### config.mk
export PLATFORM = sky130hd
export DESIGN_NAME = axi_r_order_tracker
export DESIGN_NICKNAME = d
export VERILOG_FILES = /design/src/rtl/axi_r_order_tracker.sv
export SDC_FILE = /design/constraint.sdc
export NUM_CORES = 1
export LEC_CHECK = 0
export ABC_CLOCK_PERIOD_IN_PS = 5400
export BUFFER_PORTS_ARGS = -buffer_cell sky130_fd_sc_hd__buf_4
export CORE_ASPECT_RATIO = 0.75
export CORE_MARGIN = 4
export CORE_UTILIZATION = 58
export DETAILED_ROUTE_END_ITERATION = 10
export HOLD_SLACK_MARGIN = 0.02
export PLACE_DENSITY_LB_ADDON = 0.2
export SLEW_MARGIN = 15
export SYNTH_ARGS = -nofsm -noshare
export SYNTH_HDL_FRONTEND = slang
export SYNTH_SLANG_ARGS = --single-unit
### constraint.sdc
create_clock -name AXI_CLK -period 5.4 [get_ports AXI_CLK]
set_input_delay 0 -clock AXI_CLK [delete_from_list [all_inputs] [get_ports AXI_CLK]]
set_output_delay 0 -clock AXI_CLK [all_outputs]
set_load 0.005 [all_outputs]
### src/rtl/axi_r_order_tracker.sv
// Per-master read-ordering tracker: queues the slave index of each accepted
// ordered AR and grants R returns to the s2m mux strictly in issue order.
module axi_r_order_tracker #(
    parameter int DEPTH = 8,
    parameter int W_CNT = $clog2(DEPTH) + 1
) (
    input  logic             AXI_CLK,
    input  logic             AXI_RSTn,
    input  logic             AR_VALID,
    input  logic             AR_READY,
    input  logic [1:0]       AR_SEL,
    input  logic             R_VALID,
    input  logic             R_READY,
    input  logic             R_LAST,
    input  logic [1:0]       R_SRC,
    output logic [2:0]       r_order_grant,
    output logic             ar_full,
    output logic             ar_empty,
    output logic [W_CNT-1:0] outstanding,
    output logic             err_overflow,
    output logic             err_order
);

    localparam int PTR_W = $clog2(DEPTH);

    logic [1:0]       mem [DEPTH];
    logic [PTR_W-1:0] wr_ptr;
    logic [PTR_W-1:0] rd_ptr;
    logic [W_CNT-1:0] count;
    logic [W_CNT-1:0] count_nxt;
    logic [1:0]       head;
    logic             full;
    logic             empty;
    logic             push_req;
    logic             cpl;
    logic             push;
    logic             pop;

    assign head  = mem[rd_ptr];
    assign full  = (count == W_CNT'(DEPTH));
    assign empty = (count == '0);

    assign push_req = AR_VALID & AR_READY & (AR_SEL != 2'd3);
    assign cpl      = R_VALID & R_READY & R_LAST & (R_SRC != 2'd3);
    assign pop      = cpl & ~empty & (R_SRC == head);
    // A same-cycle pop frees the slot, so a push at full is still accepted.
    assign push     = push_req & (~full | pop);

    always_comb begin
        count_nxt = count;
        case ({push, pop})
            2'b10:   count_nxt = count + W_CNT'(1);
            2'b01:   count_nxt = count - W_CNT'(1);
            default: count_nxt = count;
        endcase
    end

    always_ff @(posedge AXI_CLK) begin
        if (push) begin
            mem[wr_ptr] <= AR_SEL;
        end
    end

    always_ff @(posedge AXI_CLK or negedge AXI_RSTn) begin
        if (!AXI_RSTn) begin
            wr_ptr       <= '0;
            rd_ptr       <= '0;
            count        <= '0;
            err_overflow <= 1'b0;
            err_order    <= 1'b0;
        end else begin
            if (push) begin
                wr_ptr <= wr_ptr + PTR_W'(1);
            end
            if (pop) begin
                rd_ptr <= rd_ptr + PTR_W'(1);
            end
            count <= count_nxt;
            if (push_req && full && !pop) begin
                err_overflow <= 1'b1;
            end
            if (cpl && !pop) begin
                err_order <= 1'b1;
            end
        end
    end

    // Grant decodes only registered state so the mux sees no input-to-output path.
    always_comb begin
        r_order_grant = 3'b000;
        if (!empty) begin
            case (head)
                2'd0:    r_order_grant = 3'b001;
                2'd1:    r_order_grant = 3'b010;
                2'd2:    r_order_grant = 3'b100;
                default: r_order_grant = 3'b000;
            endcase
        end
    end

    assign ar_full     = full;
    assign ar_empty    = empty;
    assign outstanding = count;

endmodule

==> flow_summary.ini <==
[run]
drv_cap = 0

[routing]
wl_um = 3220
highest_layer = met4
detail_route.vias_per_cell = 6.14
drt_first_pass_iters = 4
vias = 1123
avgRoutedWirePerCell_um = 17.6
drt-initial-drc-count = 99
ant_nets = 0
drc = 0
wl_met2_um = 1450
routed-wl-met3_um = 309
m1WireLength_um = 1430

[critical_path]
slowest_delay_ns = 0.59
cp_cell_sequence = mux4_2 -> mux2i_4 -> xor2_2 -> nand3_4 -> inv_2 -> o21ai_1 -> ha_1 -> xor2_1 -> ha_1 -> a21oi_1 -> xor2_1 -> nor2_1 -> xor2_1
reg2reg_depth = 13
cp-end-kind = flop
path_max_fanout = 10
worst_ep_required_time_ns = 5.64
crit_type = flop to flop
cpMaxStageDelayCell = mux4_2
crit_top_cell = xor2_1
cp_data_arrival_time_ns = 3.61
start_kind = flop

[worst_hold_path]
hold_depth = 4
hold_path.class = input pin to flop

[global_route]
grt-ovfl-total = 0
grt_pass1_vias = 1052
grt_pass1_wl_um = 5250
grt_max_degree = 17
antenna_found_initial = 0
grt_usage_pct = 20.9

[cts]
insertion_delay_ns = 0.33
clock-sinks = 28
clk_pin_slew_ns = 0.15
cts_tree = yes
cts_buffers = 3
root_buffer = clkbuf_4
cts-htree-levels = 1
cts_resized = 0
clk_path_buf_depth = 2

[yosys]
yosysMostFrequentCell = edfxtp_1
syn_inst = 124
yosysTopAreaCell = edfxtp_1
ys_seq_elements = 28
synth-seq-area-share_pct = 50.1
netlist_area_mm2 = 0.00156
yosysUniqueCellTypes = 39
synth_top_cell_area_share_pct = 30.8
synth_warnings = 0
synth_common_cells = edfxtp_1, dfrtp_1, nand3_1, nand2_1, nor2_1
synth_area_per_cell_um2 = 12.6
synth-main-ff-cell = edfxtp_1
synth_area_leaders = edfxtp_1, dfrtp_1, mux4_2
synthArstFlopShare_pct = 42.9
synth_edf_count = 16
synth_nets = 140

[placed_design]
gp_congestion = 0.805
hpwl_um = 2500
place_area_mm2 = 0.00174
io_buffer_count = 21

[power_and_ir_drop]
power_mw = 0.788
power.density_mw_per_mm2 = 435
irDropWorstVdd_uv = 222
p_leak_nw = 0.693

[final_layout]
layout-drive-gt1-share_pct = 24.2
syn_to_final_growth_pct = 16.1
multiInputGateArea_um2 = 747
regArea_um2 = 781
insertedDiodeCount = 0
fin_nets = 166
nFillCells = 153
design_area_mm2 = 0.00181

[sta]
fin_crit_sh_pct = 62.5
fin_worst_skew_ns = 0.00859
hold_viol = 0
drv_slew = 0
slew_headroom_pct = 49.6
worst_pin_slew_ns = 0.754
rsz0062_at_grt = false
setup_viol = 0
fin_tns_setup_ns = 0
fmax_ghz = 0.296
finalWorstPathRequiredPeriod_ns = 3.37

[die]
core_mm2 = 0.00242
start_util_pct = 64.4
die_area_mm2 = 0.00359
num_rows = 15
die_w_um = 67.9
die_h_um = 52.9
ioPinCount = 22

[run_status]
status = finished, final reports clean
[kinds of logic (layout without fill, tap and decap cells)]
family	after synthesis	after routing	share of synthesized area, %
AO/OA/AOI/OAI	23	23	12.2
adder cells (fa/ha/maj)	5	5	4.01
multiplexers	8	8	10.1
XOR/XNOR	11	11	7.14
AND/OR/NAND/NOR	41	41	14.4
flip-flops	28	28	50.1
buffers and inverters	8	33	2.01
[critical path, delay by kind of cell (launching register included)]
family	cells	cell delay (ns)
XOR/XNOR	4	0.74
AO/OA/AOI/OAI	2	0.26
buffers and inverters	1	0.14
adder cells (fa/ha/maj)	2	0.49
multiplexers	2	0.85
flip-flops	1	0.55
AND/OR/NAND/NOR	2	0.25
[cells in the final DEF (no fill, tap or decap), types with 2 or more instances in the layout]
cell type / count
a211oi_1: 2
o211ai_1: 3
xor2_1: 4
and3_1: 5
mux4_2: 4
inv_1: 3
xor2_2: 2
buf_4: 21
xnor2_1: 5
o311ai_1: 2
nor3_1: 3
ha_1: 5
mux2i_4: 2
nand4_1: 2
edfxtp_1: 16
nand2b_1: 4
a2111oi_1: 5
nor2b_1: 2
a21oi_1: 4
dfrtp_1: 12
nor2_1: 6
nand2_1: 7
dlygate4sd3_1: 4
clkbuf_4: 3
nand3_1: 8
[sequential cells by signal, indices dropped and copies added, names as in the netlist]
signal        count
err_overflow      1
outstanding       4
rd_ptr            3
err_order         1
wr_ptr            3
mem              16
[stage by stage]
stage	hold slack, ns	worst slack [ns]	util, %	instances
2_1_floorplan	-0.296	2.35	-	124
3_3_place_gp	-0.149	2.22	72.0	175
3_5_place_dp	-0.150	2.08	72.0	175
4_1_cts	0.0863	2.05	74.7	183
5_1_grt	0.110	1.88	74.7	183
6_report	0.102	2.03	74.7	183
[layout make-up]
type	instances	area share, %
clock buffers	3	1.24
clock inverters	1	0.207
inverters	4	0.830
multi-input cells	88	41.3
flip-flops and latches	28	43.2
well taps	34	2.35
repair buffers	25	10.9
[metal layers]
| layer | vias up | global-route usage, % |
|---|---|---|
| li1 | 529 | - |
| met1 | 548 | 30.9 |
| met2 | 42 | 30.5 |
| met3 | 4 | 5.73 |
| met4 | 0 | 5.28 |
| met5 | - | 0 |
[worst paths after layout]
path	start	end	slack (ns)
max	rd_ptr[0]	outstanding[2]	2.03
min	R_SRC[1]	rd_ptr[2]	0.10
max reg2reg	rd_ptr[0]	outstanding[2]	2.03
min reg2reg	err_order	err_order	0.48
max in group asynchronous	AXI_RSTn	err_overflow	4.31
min in group asynchronous	AXI_RSTn	outstanding[0]	0.71
[where the power goes]
group          internal [mW]  total (mW)  leakage (nW)  switching, mW
clock network         0.0272      0.0880        0.0154         0.0608
logic                  0.178       0.354         0.392          0.176
registers              0.271       0.346         0.286         0.0747
total                  0.476       0.788         0.693          0.312
[repair_timing]
action                    4_1_cts  5_1_grt
hold buffers                    4        0
hold endpoints to repair       28        0
setup buffers                   0        0
Note: power is estimated with default switching activity, not from simulation.
